===== config.mk =====
export PLATFORM = sky130hd
export DESIGN_NAME = reset_sequencer
export DESIGN_NICKNAME = d
export VERILOG_FILES = /design/src/rtl/reset_seq_pkg.sv /design/src/rtl/reset_src_sync.sv /design/src/rtl/reset_sequencer.sv
export SDC_FILE = /design/constraint.sdc
export NUM_CORES = 1
export LEC_CHECK = 0
export BUFFER_PORTS_ARGS = -buffer_cell sky130_fd_sc_hd__clkbuf_2
export CORE_ASPECT_RATIO = 1.4
export CORE_UTILIZATION = 55
export CTS_CLUSTER_DIAMETER = 60
export DETAILED_ROUTE_END_ITERATION = 8
export PLACE_DENSITY = 0.75
export SLEW_MARGIN = 20
export SYNTH_ARGS = -nofsm -noshare
export SYNTH_HDL_FRONTEND = slang
export SYNTH_SLANG_ARGS = --single-unit

===== constraint.sdc =====
create_clock -name clk -period 3.3 [get_ports clk]
set_clock_uncertainty 0.1 [all_clocks]
set_input_delay 0.99 -clock clk [delete_from_list [all_inputs] [get_ports clk]]
set_output_delay 0.99 -clock clk [all_outputs]
set_load 0.005 [all_outputs]

===== src/rtl/reset_seq_pkg.sv =====
// Shared types and helpers for the reset sequencer: controller states and
// the position of the power-on / lock-loss bit in the cause vector.
package reset_seq_pkg;

  typedef enum logic [1:0] {
    ASSERT  = 2'd0,
    STAGGER = 2'd1,
    RUN     = 2'd2
  } state_t;

  // The power-on / lock-loss cause sits just above the per-source bits.
  function automatic int cause_por(input int num_src);
    return num_src;
  endfunction

endpackage


===== src/rtl/reset_src_sync.sv =====
// Synchroniser for one asynchronous reset request, with either a level
// trigger or a registered falling-edge trigger on the synced value.
module reset_src_sync #(
  parameter int SYNC_STAGES = 2,
  parameter bit EDGE        = 1'b0
) (
  input  logic clk,
  input  logic reset,
  input  logic d,
  output logic q,
  output logic trig
);

  logic [SYNC_STAGES-1:0] sync;

  always_ff @(posedge clk) begin
    if (reset) begin
      sync <= '0;
    end else begin
      sync <= {sync[SYNC_STAGES-2:0], d};
    end
  end

  assign q = sync[SYNC_STAGES-1];

  generate
    if (EDGE) begin : g_edge
      logic fall;

      // Looks one stage ahead so the pulse rises in the cycle q first reads 0;
      // zeroed flops after reset mean no phantom edge on release.
      always_ff @(posedge clk) begin
        if (reset) begin
          fall <= 1'b0;
        end else begin
          fall <= sync[SYNC_STAGES-1] & ~sync[SYNC_STAGES-2];
        end
      end

      assign trig = fall;
    end else begin : g_level
      assign trig = sync[SYNC_STAGES-1];
    end
  endgenerate

endmodule


===== src/rtl/reset_sequencer.sv =====
// Reset controller: merges PLL lock with external reset sources, stretches
// the reset by a hold time, then releases domains one by one.
module reset_sequencer
  import reset_seq_pkg::*;
#(
  parameter int                 NUM_SRC        = 2,
  parameter logic [NUM_SRC-1:0] SRC_EDGE_MASK  = 2'b01,
  parameter int                 SYNC_STAGES    = 2,
  parameter int                 HOLD_CYCLES    = 255,
  parameter int                 NUM_OUT        = 3,
  parameter int                 STAGGER_CYCLES = 16
) (
  input  logic               clk,
  input  logic               reset,
  input  logic               pll_locked,
  input  logic [NUM_SRC-1:0] src_in,
  input  logic               cause_clear,
  output logic [NUM_OUT-1:0] rst_out,
  output logic [NUM_SRC:0]   rst_cause,
  output logic               ready
);

  localparam int HOLD_W    = $clog2(HOLD_CYCLES + 1);
  localparam int STAG_W    = $clog2(STAGGER_CYCLES + 1);
  localparam int IDX_W     = $clog2(NUM_OUT + 1);
  localparam int CAUSE_POR = cause_por(NUM_SRC);

  localparam logic [HOLD_W-1:0] HOLD_LAST = HOLD_W'(HOLD_CYCLES - 1);
  localparam logic [STAG_W-1:0] STAG_LAST = STAG_W'(STAGGER_CYCLES - 1);
  localparam logic [IDX_W-1:0]  IDX_LAST  = IDX_W'(NUM_OUT - 1);

  logic [NUM_SRC-1:0] src_trig;
  logic [NUM_SRC-1:0] src_sync_unused;
  logic               lock_s;
  logic               lock_trig_unused;
  logic               lock_loss;
  logic               trig;
  logic [NUM_SRC:0]   cause_set;

  state_t             state, state_next;
  logic [HOLD_W-1:0]  hold_cnt, hold_next;
  logic [STAG_W-1:0]  stag_cnt, stag_next;
  logic [IDX_W-1:0]   idx, idx_next;
  logic [NUM_OUT-1:0] rst_next;
  logic               ready_next;

  for (genvar i = 0; i < NUM_SRC; i++) begin : g_src
    reset_src_sync #(
      .SYNC_STAGES(SYNC_STAGES),
      .EDGE       (SRC_EDGE_MASK[i])
    ) u_sync (
      .clk  (clk),
      .reset(reset),
      .d    (src_in[i]),
      .q    (src_sync_unused[i]),
      .trig (src_trig[i])
    );
  end

  reset_src_sync #(
    .SYNC_STAGES(SYNC_STAGES),
    .EDGE       (1'b0)
  ) u_lock_sync (
    .clk  (clk),
    .reset(reset),
    .d    (pll_locked),
    .q    (lock_s),
    .trig (lock_trig_unused)
  );

  // Lock loss only counts as a new event once we have started releasing;
  // in ASSERT it simply keeps the hold counter at zero.
  assign lock_loss = ~lock_s & (state != ASSERT);
  assign trig      = (|src_trig) | lock_loss;
  assign cause_set = {lock_loss, src_trig};

  always_ff @(posedge clk) begin
    if (reset) begin
      state     <= ASSERT;
      hold_cnt  <= '0;
      stag_cnt  <= '0;
      idx       <= '0;
      rst_out   <= '1;
      ready     <= 1'b0;
      rst_cause <= '0;
      rst_cause[CAUSE_POR] <= 1'b1;
    end else begin
      state     <= state_next;
      hold_cnt  <= hold_next;
      stag_cnt  <= stag_next;
      idx       <= idx_next;
      rst_out   <= rst_next;
      ready     <= ready_next;
      rst_cause <= cause_set | (rst_cause & ~{(NUM_SRC + 1){cause_clear}});
    end
  end

  always_comb begin
    state_next = state;
    hold_next  = hold_cnt;
    stag_next  = stag_cnt;
    idx_next   = idx;
    if (trig) begin
      state_next = ASSERT;
      hold_next  = '0;
      stag_next  = '0;
      idx_next   = '0;
    end else begin
      case (state)
        ASSERT: begin
          if (!lock_s) begin
            hold_next = '0;
          end else if (hold_cnt == HOLD_LAST) begin
            hold_next = '0;
            stag_next = '0;
            idx_next  = IDX_W'(1);
            state_next = (NUM_OUT == 1) ? RUN : STAGGER;
          end else begin
            hold_next = hold_cnt + HOLD_W'(1);
          end
        end
        STAGGER: begin
          if (stag_cnt == STAG_LAST) begin
            stag_next = '0;
            idx_next  = idx + IDX_W'(1);
            if (idx == IDX_LAST) begin
              state_next = RUN;
            end
          end else begin
            stag_next = stag_cnt + STAG_W'(1);
          end
        end
        RUN: begin
          state_next = RUN;
        end
        default: begin
          state_next = ASSERT;
        end
      endcase
    end
  end

  // Outputs are decoded from the next state and registered, so every
  // domain reset comes straight off a flop.
  always_comb begin
    rst_next   = '1;
    ready_next = 1'b0;
    case (state_next)
      STAGGER: begin
        for (int i = 0; i < NUM_OUT; i++) begin
          rst_next[i] = (IDX_W'(i) >= idx_next);
        end
      end
      RUN: begin
        rst_next   = '0;
        ready_next = 1'b1;
      end
      default: begin
        rst_next   = '1;
        ready_next = 1'b0;
      end
    endcase
  end

endmodule

==> results.md <==
* Pwr Total at 0.6071 mW
* Max-slew headroom at a little under three quarters
* Max IR drop VDD at about 280 uV
* Initial antenna violation count at 0
* Final instance area at approximately 0.0015 mm^2
* CTS sink count at 31
* Input/output buffers at 12
* Yosys Warn Count at 0
* Post-place instance area at roughly 0.0014 mm^2
* Root Buffer Master: clkbuf_4
* Net count after synthesis at about 160
* Final hold slack at 0.3144 ns
* Sequential share of the synthesized area at between 40% and 50%
* Flops & latches, synth at 31
* First drt pass iteration count at 6
* Synth Cell Area at between 0.001 and 0.0015 mm^2
* Clk buf depth at 2
* Cell with the most instances after synthesis: dfxtp_1
* NumNets Final at 173
* Clock latency on the worst-skew pair at ~0.32 ns
* Largest net degree at the start of global routing at 15
* Synth area leaders: dfxtp_1 46%, nor2_1 6.2%, a21oi_1 4.1%
* Number of fill cells at around 190
* Status: complete, but fails checks
* Final hold viol count at 0
* Rows at 20
* Tmin final at 2.057 ns
* Hold buffers post-CTS at 0
* Routed via count at 1,057
* Die W at ~44 um
* Layout cells sized above 1 at 16.46%
* DR iter-0 viols at 30
* Fin crit share at between 60% and 70%
* DP HPWL at between 1.5 and 2 mm
* Htree depth at 2
* Die height at about 60 um
* Final wirelength at roughly 2.4 mm
* CP Data Arrival Time at ~2.2 ns
* Overflow after GRT at 0
* GRT Overall Usage at 21.91%
* Final Setup Violations at 0
* Top post-synthesis cells by count: 31 x dfxtp_1, 22 x nor2_1, 11 x a21oi_1
* Place WS at approximately 0.95 ns
* N_diodes at 0
* Total core area at between 0.002 and 0.0025 mm^2
* Kind of critical path: flip-flop to flip-flop
* CTS tree: built
* Placer Congestion at approximately 0.86
* Vias in the first global route at between 1,000 and 1,500
* Final Max Slew Viols at 0
* Worst slew pin tran at 0.4192 ns
* Synth cell types at 39
* Postcts setup bufs at 0
* CP Max Fanout at 4
* CP startpoint kind: flip-flop
* Top-area cell type share of the netlist area at between 40 and 50%
* Leading area contributor after synthesis: dfxtp_1
* Worst min-delay path class: flip-flop to flip-flop
* Ys flop type: dfxtp_1
* DRT antenna net count at 0
* Clk pin slew, worst setup/hold paths at ~0.090 ns
* DRC viols at 1
* PwrDens at roughly 420 mW/mm^2
* Via density at 5.683
* Crit. End Element: flip-flop
* DR WL/cell at 12.65 um
* Initial core utilization at roughly three fifths
* MaxCap Viol Count at 0
* Req. time, crit path at 3.41 ns
* Die ar. at 0.002631 mm^2
* FMAX at ~0.49 GHz
* Static Leakage at approximately 0.52 nW
* FFs w/ async S/R, synth at 0%
* Setup WS post-layout at 1.243 ns
* First-pass GRT wire length at around 4.2 mm
* Number of enable flip-flop cells after synthesis at 0
* Area Growth Syn to Fin at 9.278%
* Average size of a mapped cell at about 9 um^2
* Cells after synthesis at roughly 150
* Num CTS Buffers at 5
* Failing checks: design-rule violations
* I/O pins at 13
* RSZ-0062 raised after global routing: no
* Final setup TNS at 0 ns
* Post-CTS Resized at 0
layout by cell type, fill, tap and decap left out, drive strengths merged, types with 4 or more instances in the layout:
cell and instances:
a21oi 12, clkbuf 18, dfxtp 31, ha 4, inv 4, nand2 8
nand2b 5, nand3 8, nor2 23, nor2b 8, o21ai 6, or2 4
metrics by stage:
step / util, % / std cells
4_1_cts: 65.51 / 186
3_3_place_gp: 63.09 / 178
5_1_grt: 65.51 / 186
2_1_floorplan: - / 148
3_5_place_dp: 63.09 / 178
6_report: 65.51 / 186
routing by layer:
metal	up-vias	GRT usage, %	part of all wire, %
met3	5	5.438	3.7
met2	19	38.81	53
met5	-	0	0
met4	0	15.18	1.6
met1	482	21.95	42
li1	551	-	-
final timing paths:
kind | from | endpoint | slack (ns) | cells after the start
max reg2reg | stag_cnt[0] | rst_out[2] | 1.24 | 7
min reg2reg | g_src[0].u_sync.sync[0] | g_src[0].u_sync.trig | 0.31 | 1
max | stag_cnt[0] | rst_out[2] | 1.24 | 7
min | g_src[0].u_sync.sync[0] | g_src[0].u_sync.trig | 0.31 | 1
registers in the layout, indices dropped and copies added (netlist names):
name,count
idx,2
u_lock_sync.sync,2
rst_out,3
hold_cnt,8
state,2
ready,1
rst_cause,3
stag_cnt,5
g_src.u_sync.sync,4
g_src.u_sync.trig,1
logic make-up after synthesis:
| group | synth area share [%] |
|---|---|
| adders and majority gates | 3.749 |
| xor gates and xnor gates | 2.625 |
| buffers and inverters | 2.437 |
| muxes | 0.7498 |
| and+or+nand+nor | 27.46 |
| AOI/OAI and AO/OA | 16.50 |
| DFF | 46.49 |
area by class of cell:
cell class	instances	area (um^2)	share of cell area, %
flip-flops and latches	31	620.6	42.54
multi-input cells	109	681.9	46.74
well taps	22	27.53	1.887
repair buffers	12	60.06	4.117
inverters	4	15.01	1.029
clock inverters	2	12.51	0.8576
clock buffers	6	41.29	2.830
worst max-delay path, cell delays in order (launching register included):
cell	delay, ns
dfxtp_1	0.40
ha_1	0.23
nand4b_1	0.17
o31a_1	0.27
o32a_1	0.21
a2111oi_4	0.34
nor2b_1	0.18
o21ai_1	0.06
power by group:
group          total [mW]  switching (mW)  internal [mW]
combinational      0.0212          0.0122        0.00901
sequential          0.383         0.00372          0.379
clock               0.203           0.121         0.0820
total               0.607           0.137          0.470
Note: power is estimated with default switching activity, not from simulation.
